File: src/rtl/pong_pkg.sv
// rtl/pong_pkg.sv - shared state, winner and board constants for the pong blocks
package pong_pkg;

    typedef enum logic [2:0] {
        ST_IDLE      = 3'd0,
        ST_SERVE     = 3'd1,
        ST_RUNNING   = 3'd2,
        ST_POINT     = 3'd3,
        ST_GAME_OVER = 3'd4
    } state_t;

    localparam logic [1:0] WINNER_NONE = 2'd0;
    localparam logic [1:0] WINNER_P1   = 2'd1;
    localparam logic [1:0] WINNER_P2   = 2'd2;

    localparam int DEF_BOARD_WIDTH   = 40;
    localparam int DEF_BOARD_HEIGHT  = 30;
    localparam int DEF_PADDLE_HEIGHT = 6;
    localparam int DEF_TICK_DIV      = 1250000;
    localparam int DEF_COORD_W       = 6;

endpackage

File: src/rtl/game_tick_gen.sv
// rtl/game_tick_gen.sv - free-running divider giving a one-cycle pulse every TICK_DIV clocks
module game_tick_gen #(
    parameter int TICK_DIV = 1250000
) (
    input  logic clk,
    input  logic i_rst_n,
    output logic o_tick
);

    localparam int CNT_W = (TICK_DIV > 1) ? $clog2(TICK_DIV) : 1;

    logic [CNT_W-1:0] cnt;

    // o_tick is high during the cycle in which the count has just wrapped to 0
    always_ff @(posedge clk or negedge i_rst_n) begin
        if (!i_rst_n) begin
            cnt    <= '0;
            o_tick <= 1'b0;
        end else if (cnt == CNT_W'(TICK_DIV - 1)) begin
            cnt    <= '0;
            o_tick <= 1'b1;
        end else begin
            cnt    <= cnt + 1'b1;
            o_tick <= 1'b0;
        end
    end

endmodule

File: src/rtl/pong_game_ctrl.sv
// rtl/pong_game_ctrl.sv - pong match controller: ball motion, collisions, scoring, serve and match FSM
module pong_game_ctrl
    import pong_pkg::*;
#(
    parameter int BOARD_WIDTH   = DEF_BOARD_WIDTH,
    parameter int BOARD_HEIGHT  = DEF_BOARD_HEIGHT,
    parameter int PADDLE_HEIGHT = DEF_PADDLE_HEIGHT,
    parameter int TICK_DIV      = DEF_TICK_DIV,
    parameter int SERVE_TICKS   = 10,
    parameter int WIN_SCORE     = 9,
    parameter int SCORE_W       = 4,
    parameter int COORD_W       = DEF_COORD_W
) (
    input  logic               clk,
    input  logic               i_rst_n,
    input  logic               i_start,
    input  logic [COORD_W-1:0] i_paddle_y1,
    input  logic [COORD_W-1:0] i_paddle_y2,
    input  logic [COORD_W-1:0] i_col_div,
    input  logic [COORD_W-1:0] i_row_div,
    output logic               o_draw_ball,
    output logic [COORD_W-1:0] o_ball_x,
    output logic [COORD_W-1:0] o_ball_y,
    output logic [SCORE_W-1:0] o_score1,
    output logic [SCORE_W-1:0] o_score2,
    output logic [2:0]         o_state,
    output logic [1:0]         o_winner,
    output logic               o_game_tick
);

    localparam int SC_W = (SERVE_TICKS > 0) ? $clog2(SERVE_TICKS + 1) : 1;

    localparam logic [COORD_W-1:0] CX      = COORD_W'(BOARD_WIDTH / 2);
    localparam logic [COORD_W-1:0] CY      = COORD_W'(BOARD_HEIGHT / 2);
    localparam logic [COORD_W-1:0] Y_MAX   = COORD_W'(BOARD_HEIGHT - 1);
    localparam logic [COORD_W-1:0] X_LEFT  = COORD_W'(1);
    localparam logic [COORD_W-1:0] X_RIGHT = COORD_W'(BOARD_WIDTH - 2);

    state_t             state, state_nx;
    logic [COORD_W-1:0] ball_x, ball_y, x_nx, y_nx;
    logic               dx_neg, dy_neg, dx_neg_nx, dy_neg_nx;
    logic [SCORE_W-1:0] score1, score2, s1_nx, s2_nx;
    logic [1:0]         winner, winner_nx;
    logic [SC_W-1:0]    serve_cnt, cnt_nx;
    logic               scorer_p2, scorer_p2_nx;
    logic               tick;
    logic               hit1, hit2;

    game_tick_gen #(.TICK_DIV(TICK_DIV)) u_tick (
        .clk     (clk),
        .i_rst_n (i_rst_n),
        .o_tick  (tick)
    );

    // one extra bit so paddle top + height never wraps near the bottom of the range
    always_comb begin
        hit1 = ({1'b0, ball_y} >= {1'b0, i_paddle_y1}) &&
               ({1'b0, ball_y} <  ({1'b0, i_paddle_y1} + (COORD_W+1)'(PADDLE_HEIGHT)));
        hit2 = ({1'b0, ball_y} >= {1'b0, i_paddle_y2}) &&
               ({1'b0, ball_y} <  ({1'b0, i_paddle_y2} + (COORD_W+1)'(PADDLE_HEIGHT)));
    end

    always_comb begin
        state_nx     = state;
        x_nx         = ball_x;
        y_nx         = ball_y;
        dx_neg_nx    = dx_neg;
        dy_neg_nx    = dy_neg;
        s1_nx        = score1;
        s2_nx        = score2;
        winner_nx    = winner;
        cnt_nx       = serve_cnt;
        scorer_p2_nx = scorer_p2;
        case (state)
            ST_IDLE: begin
                if (i_start) begin
                    state_nx  = ST_SERVE;
                    x_nx      = CX;
                    y_nx      = CY;
                    cnt_nx    = '0;
                    dx_neg_nx = 1'b0;
                end
            end
            ST_SERVE: begin
                if (tick) begin
                    cnt_nx = serve_cnt + 1'b1;
                    if (cnt_nx == SC_W'(SERVE_TICKS)) begin
                        state_nx = ST_RUNNING;
                    end
                end
            end
            ST_RUNNING: begin
                if (tick) begin
                    if ((ball_y == '0) && dy_neg) begin
                        dy_neg_nx = 1'b0;
                        y_nx      = ball_y + 1'b1;
                    end else if ((ball_y == Y_MAX) && !dy_neg) begin
                        dy_neg_nx = 1'b1;
                        y_nx      = ball_y - 1'b1;
                    end else begin
                        y_nx = dy_neg ? ball_y - 1'b1 : ball_y + 1'b1;
                    end
                    // paddle test uses the row before this tick's vertical move
                    if ((ball_x == X_LEFT) && dx_neg) begin
                        if (hit1) begin
                            dx_neg_nx = 1'b0;
                            x_nx      = X_LEFT + 1'b1;
                        end else begin
                            x_nx         = '0;
                            state_nx     = ST_POINT;
                            scorer_p2_nx = 1'b1;
                        end
                    end else if ((ball_x == X_RIGHT) && !dx_neg) begin
                        if (hit2) begin
                            dx_neg_nx = 1'b1;
                            x_nx      = X_RIGHT - 1'b1;
                        end else begin
                            x_nx         = X_RIGHT + 1'b1;
                            state_nx     = ST_POINT;
                            scorer_p2_nx = 1'b0;
                        end
                    end else begin
                        x_nx = dx_neg ? ball_x - 1'b1 : ball_x + 1'b1;
                    end
                end
            end
            ST_POINT: begin
                if (scorer_p2) begin
                    s2_nx = score2 + 1'b1;
                end else begin
                    s1_nx = score1 + 1'b1;
                end
                if ((scorer_p2 ? s2_nx : s1_nx) == SCORE_W'(WIN_SCORE)) begin
                    winner_nx = scorer_p2 ? WINNER_P2 : WINNER_P1;
                    state_nx  = ST_GAME_OVER;
                end else begin
                    // next serve heads toward whoever conceded
                    state_nx  = ST_SERVE;
                    x_nx      = CX;
                    y_nx      = CY;
                    cnt_nx    = '0;
                    dx_neg_nx = scorer_p2;
                end
            end
            ST_GAME_OVER: begin
                if (i_start) begin
                    s1_nx     = '0;
                    s2_nx     = '0;
                    winner_nx = WINNER_NONE;
                    dx_neg_nx = 1'b0;
                    state_nx  = ST_SERVE;
                    x_nx      = CX;
                    y_nx      = CY;
                    cnt_nx    = '0;
                end
            end
            default: state_nx = ST_IDLE;
        endcase
    end

    always_ff @(posedge clk or negedge i_rst_n) begin
        if (!i_rst_n) begin
            state       <= ST_IDLE;
            ball_x      <= CX;
            ball_y      <= CY;
            dx_neg      <= 1'b0;
            dy_neg      <= 1'b0;
            score1      <= '0;
            score2      <= '0;
            winner      <= WINNER_NONE;
            serve_cnt   <= '0;
            scorer_p2   <= 1'b0;
            o_draw_ball <= 1'b0;
        end else begin
            state       <= state_nx;
            ball_x      <= x_nx;
            ball_y      <= y_nx;
            dx_neg      <= dx_neg_nx;
            dy_neg      <= dy_neg_nx;
            score1      <= s1_nx;
            score2      <= s2_nx;
            winner      <= winner_nx;
            serve_cnt   <= cnt_nx;
            scorer_p2   <= scorer_p2_nx;
            o_draw_ball <= (i_col_div == ball_x) && (i_row_div == ball_y) && (state != ST_IDLE);
        end
    end

    assign o_ball_x    = ball_x;
    assign o_ball_y    = ball_y;
    assign o_score1    = score1;
    assign o_score2    = score2;
    assign o_state     = state;
    assign o_winner    = winner;
    assign o_game_tick = tick;

endmodule

File: config.mk
export PLATFORM = sky130hd
export DESIGN_NAME = pong_game_ctrl
export DESIGN_NICKNAME = d
export VERILOG_FILES = /design/src/rtl/pong_pkg.sv /design/src/rtl/game_tick_gen.sv /design/src/rtl/pong_game_ctrl.sv
export SDC_FILE = /design/constraint.sdc
export NUM_CORES = 1
export LEC_CHECK = 0
export BUFFER_PORTS_ARGS = -buffer_cell sky130_fd_sc_hd__buf_4
export CAP_MARGIN = 30
export CORE_MARGIN = 10
export CORE_UTILIZATION = 30
export CTS_BUF_LIST = sky130_fd_sc_hd__clkbuf_16
export DETAILED_ROUTE_END_ITERATION = 16
export PLACE_DENSITY = 0.57
export SYNTH_ARGS = -nofsm -noshare
export SYNTH_HDL_FRONTEND = slang
export SYNTH_SLANG_ARGS = --single-unit
export TNS_END_PERCENT = 5
File: constraint.sdc
create_clock -name clk -period 3.99 [get_ports clk]
set_clock_uncertainty 0.15 [all_clocks]
set_input_delay 0.399 -clock clk [delete_from_list [all_inputs] [get_ports clk]]
set_output_delay 0.399 -clock clk [all_outputs]
set_load 0.02 [all_outputs]
# After elaboration in Yosys (flattened, before gate mapping)
# Index checks and enable logic that the tools add are counted.
[classes]
n_lt_le_gt_ge = 4
n_eq_ne = 26
mux = 57
add_sub_neg = 10
n_reduce_logical = 27
[ops]
columns = ["op", "count"]
rows = [
  ["two-way mux 6 bit", 12],
  ["one-hot mux 6 bit (3 select lines)", 2],
  ["two-way mux 4 bit", 8],
  ["two-way mux 3 bit", 9],
  ["adder 21 x 1 -> 21 bit, second input constant", 1],
  ["equality test 21 bit, second input constant", 1],
  ["two-way mux 21 bit", 1],
  ["one-hot mux 4 bit (2 select lines)", 2],
  ["inequality test 3 bit, second input constant", 5],
  ["adder 6 x 3 -> 7 bit, second input constant", 2],
  ["less-than comparator 6 x 7 -> 1 bit", 2],
  ["two-way mux 1 bit", 14],
  ["AND reduction 7 bit", 2],
  ["adder 4 x 1 -> 4 bit, second input constant", 3],
  ["adder 6 x 1 -> 6 bit, second input constant", 2],
  ["equality test 6 bit", 2],
  ["greater-or-equal comparator 6 bit", 2],
  ["one-hot mux 3 bit (4 select lines)", 1],
  ["one-hot mux 4 bit (3 select lines)", 1],
  ["subtractor 6 x 1 -> 6 bit, second input constant", 2],
  ["two-way mux 2 bit", 5],
  ["inequality test 2 bit, second input constant", 5],
  ["nonzero test 3 bit", 3],
  ["equality test 4 bit, second input constant", 2],
  ["19 further kinds", 35],
]
[totals]
wordCells = 137
out_inout_bits = 27
ff_bits = 55
inputBits = 27

# Logic depth before layout (Yosys ltp)
[depth]
depth_word = 8
ltp_mapped = 11
mapped_depth_nobuf = 11

# Cells and area by module
# Synthesis repeated with hierarchy kept, for this count alone.
[hier_totals]
cells_unflattened = 449
area_unflattened_um2 = 4080.2
[by_module_without_submodules]
columns = ["module", "area_per_inst_um2", "cells_each", "instances"]
rows = [
  ["pong_game_ctrl", 2990.4, 349, 1],
  ["game_tick_gen", 1089.8, 100, 1],
]

# Worst setup path after synthesis
# No wires, ideal clock.
[synth_path]
kind = "input to register"
start = "in i_paddle_y2[1]"
end = "reg dx_neg"
path_stages = 10
setup_ns = 0.128
path_buffers = 0
arrival_time_ns = 2.423
setup_slack_ns = 1.289
required_ns = 3.712
cell_sequence = "inv_1 > ha_1 > nor3_1 > xnor2_1 > ha_1 > nor2b_1 > o31a_1 > or3_4 > a31oi_1 > mux2_1"
[synth_between]
elab_chain_len = 5
word_cells_on_any_way = 6
classes_between = "1 x add/sub; 2 x order compare; 1 x eq/ne; 2 x reduce/logical"
[synth_lines]
columns = ["element", "line_no", "source"]
rows = [
  ["start: declaration", "pong_game_ctrl.sv:18", "input logic [COORD_W-1:0] i_paddle_y2,"],
  ["adder 6 x 3 -> 7 bit", "pong_game_ctrl.sv:60", "({1'b0, ball_y} < ({1'b0, i_paddle_y2} + (COORD_W+1)'(PADDLE_HEIGHT)));"],
  ["less-than comparator 6 x 7 -> 1 bit", "pong_game_ctrl.sv:60", ""],
  ["logical AND 1 bit (*)", "pong_game_ctrl.sv:59", "hit2 = ({1'b0, ball_y} >= {1'b0, i_paddle_y2}) &&"],
  ["inequality test 3 bit (no source line) (*)", "-", ""],
  ["AND reduction 7 bit (no source line) (*)", "-", ""],
  ["end signal: assignment", "pong_game_ctrl.sv:178", "dx_neg <= dx_neg_nx;"],
  ["end: declaration", "pong_game_ctrl.sv:41", "logic dx_neg, dy_neg, dx_neg_nx, dy_neg_nx;"],
]
# Mark *: on every way between the ends. The rest lies on a longest branch, timed or not.
# A chain may end at the register's enable or synchronous reset.

# Worst setup path after layout
[layout_path]
start = "reg ball_y[0] (netlist: o_ball_y[0])"
end = "reg dx_neg"
[layout_between]
elab_chain_len = 4
word_cells_on_any_way = 9
classes_between = "4 x order compare; 2 x eq/ne; 3 x reduce/logical"
[layout_lines]
columns = ["element", "line_no", "source"]
rows = [
  ["start: declaration", "pong_game_ctrl.sv:40", "logic [COORD_W-1:0] ball_x, ball_y, x_nx, y_nx;"],
  ["start signal: assignment", "pong_game_ctrl.sv:177", "ball_y <= y_nx;"],
  ["less-than comparator 6 x 7 -> 1 bit, or another cell as far along", "pong_game_ctrl.sv:60", ""],
  ["logical AND 1 bit, on equally long branches", "pong_game_ctrl.sv:59, pong_game_ctrl.sv:57", ""],
  ["inequality test 3 bit (no source line)", "-", ""],
  ["AND reduction 7 bit (no source line) (*)", "-", ""],
]
# Marked as above.

==> results.sh <==
export IMPL_clockBufferDepth=2
export IMPL_io_pin_count=54
export IMPL_cts_repair_resized=0
export IMPL_hold_path_class="primary input to async pin"
export IMPL_grt_pass1_vias=3283
export IMPL_final_area_sq_um=4570
export IMPL_dp_cells=642
export IMPL_netlist_instances=427
export IMPL_whs_ns=0.00601
export IMPL_worstPathMaxFanout=9
export IMPL_fillCellCount=1322
export IMPL_synth_fp_nets=490
export IMPL_ant_nets=0
export IMPL_syn_area_sq_um=3860
export IMPL_grt_usage_pct=10.9
export IMPL_cts_root_buf="clkbuf_16"
export IMPL_die_h_um=133
export IMPL_cap_violations=0
export IMPL_arrival_ns=2.73
export IMPL_rows=41
export IMPL_synth_seq_cells=55
export IMPL_drc_errors=0
export IMPL_dp_hpwl_mm=7.48
export IMPL_overflow=0
export IMPL_synth_top_area_cell="dfrtp_1"
export IMPL_die_w_um=133
export IMPL_final_net_count=541
export IMPL_yosys_most_used_dff="dfrtp_1"
export IMPL_vias_per_cell=5.05
export IMPL_ir_drop_mv=0.167
export IMPL_final_cells=651
export IMPL_drive_gt1_share_pct=16.7
export IMPL_syn_area_per_cell_sq_um=9.04
export IMPL_syn2layout_area_growth_pct=18.4
export IMPL_cts_sinks=55
export IMPL_critPathKind="register to register"
export IMPL_antenna_found_initial=0
export IMPL_h_tree_depth=2
export IMPL_fmax_ghz=0.370
export IMPL_wire_per_inst_um=15.1
export IMPL_power_density_nw_per_um2=327
export IMPL_crit_path_end_kind="register"
export IMPL_layout_common_cells="54 x buf_4, 49 x dfrtp_1, 40 x nand2_1"
export IMPL_synth_edf_count=0
export IMPL_finalSetupViolCount=0
export IMPL_wirelength_mm=9.84
export IMPL_initial_core_util_pct=30.6
export IMPL_fin_crit_ns=2.70
export IMPL_fin_tns_setup_ns=0
export IMPL_drt_pass1_iterations=4
export IMPL_drt_iter0_drc=132
export IMPL_cts_buffers=5
export IMPL_core_sq_um=12600
export IMPL_cts_tree="done"
export IMPL_place_gp_congestion=0.828
export IMPL_n_antenna_cell=0
export IMPL_synth_distinct_cells=61
export IMPL_cts_hold_fix_buffers=0
export IMPL_layout_commonest_cell="buf_4"
export IMPL_hold_viol=0
export IMPL_synthArstFlopShare_pct=100
export IMPL_vias=3287
export IMPL_numPortBuffers=53
export IMPL_relSlewSlack_pct=52.8
export IMPL_yosysSeqAreaShare_pct=35.8
export IMPL_post_cts_buffers=0
export IMPL_clkSlewWorstSetupHoldPaths_ns=0.07
export IMPL_tightest_slew_ns=0.708
export IMPL_finalCritPeriodShare_pct=67.8
export IMPL_cp_data_required_time_ns=4.02
export IMPL_rsz0062_at_grt="no"
export IMPL_clk_latency_ns=0.30
export IMPL_synthTopCellsByArea="dfrtp_1 32%, ha_1 12%, xnor2_1 5.4%"
export IMPL_grt_max_degree=56
export IMPL_status="finished, final reports clean"
export IMPL_postPlaceCellArea_sq_um=4420
export IMPL_p_leak_nw=2.09
export IMPL_slew_violations=0
export IMPL_synth_top_area_share_pct=31.8
export IMPL_die_area_sq_um=17800
export IMPL_critPathLaunchType="register"
export IMPL_ys_warn_count=0
export IMPL_grt_pass1_wl_mm=16.4
==> registers in the layout (all words and copies together) (netlist names), 2 cells and up <==
register	cells
o_score2	4
o_winner	2
o_ball_x	6
serve_cnt	4
o_ball_y	6
u_tick.cnt	21
o_state	3
o_score1	4
==> cell type report <==
cell class / instances / area [sq um] / area share (%)
multi-input combinational: 343 / 2350 / 51.4
clock buffer: 5 / 125 / 2.74
tap: 172 / 215 / 4.71
timing repair buffer: 54 / 405 / 8.87
sequential: 55 / 1380 / 30.3
inverter: 19 / 71.3 / 1.56
clock inverter: 3 / 21.3 / 0.465
==> kinds of logic after synthesis <==
family	synth area share (%)
muxes	1.65
adders and majority gates	11.7
buffers and inverters	3.30
DFF	35.8
xor gates and xnor gates	9.98
AOI/OAI and AO/OA	16.8
and+or+nand+nor	20.8
==> cells in the mapped netlist, types with 3 or more instances <==
master     n
a21boi_0   3
a21o_1     5
a21oi_1   23
a22o_1     3
a31o_2     3
a31oi_1    4
a32o_1     3
and2_1     3
and3_1     7
clkbuf_1   5
dfrtp_1   49
dfstp_2    6
ha_1      36
inv_1     18
mux2i_1    3
nand2_1   40
nand2b_1   3
nand3_1   22
nand4_1    8
nand4b_1   3
nor2_1    39
nor2b_1    6
nor3_1     8
nor4_1     5
nor4b_1    3
o21ai_0   25
o21bai_1   3
o31ai_1    4
o41ai_1    3
xnor2_1   24
xor2_1    20
==> report_power, final <==
part / internal (W) / switching (W)
logic: 0.000173 / 0.000191
registers: 0.000604 / 0.0000891
clock network: 0.000233 / 0.000206
==> path summary, 6_finish.rpt <==
| check | slack, ns | cells after the start | startpoint | endpoint |
|---|---|---|---|---|
| min in group clk | 0.20 | 2 | i_start | o_state[2] |
| max in group asynchronous | 3.22 | 1 | i_rst_n | u_tick.cnt[5] |
| worst max-delay path | 1.29 | 8 | o_ball_y[0] | dx_neg |
| worst min-delay path | 0.006 | 1 | i_rst_n | o_winner[1] |
| worst max register to register | 1.29 | 8 | o_ball_y[0] | dx_neg |
| worst min register to register | 0.33 | 1 | u_tick.cnt[0] | u_tick.cnt[0] |
==> layer usage <==
metal / vias to the layer above / GRT usage (%) / wire [um]
met3: 16 / 2.52 / 435
met2: 64 / 18.1 / 4710
li1: 1651 / - / -
met1: 1556 / 13.7 / 4530
met4: 0 / 3.26 / 165
met5: - / 0 / 0
==> worst max-delay path, cell delays in order (launching register included) <==
cell and delay, ns:
dfstp_2 0.64, inv_1 0.15, ha_1 0.22, nor2b_1 0.13
o21ai_0 0.19, a41oi_1 0.17, or3_4 0.40, a31oi_1 0.20
mux2_1 0.34
==> through the flow <==
stage / utilization, % / setup slack, ns / power [W]
after floorplan: - / 1.29 / 0.000934
after global placement: 35.0 / 1.10 / 0.00106
after detailed placement: 35.0 / 1.01 / 0.00107
after CTS: 36.2 / 1.26 / 0.00152
after global routing: 36.2 / 1.09 / 0.00160
final: 36.2 / 1.29 / 0.00150
Power figures use the tool's default switching activity.
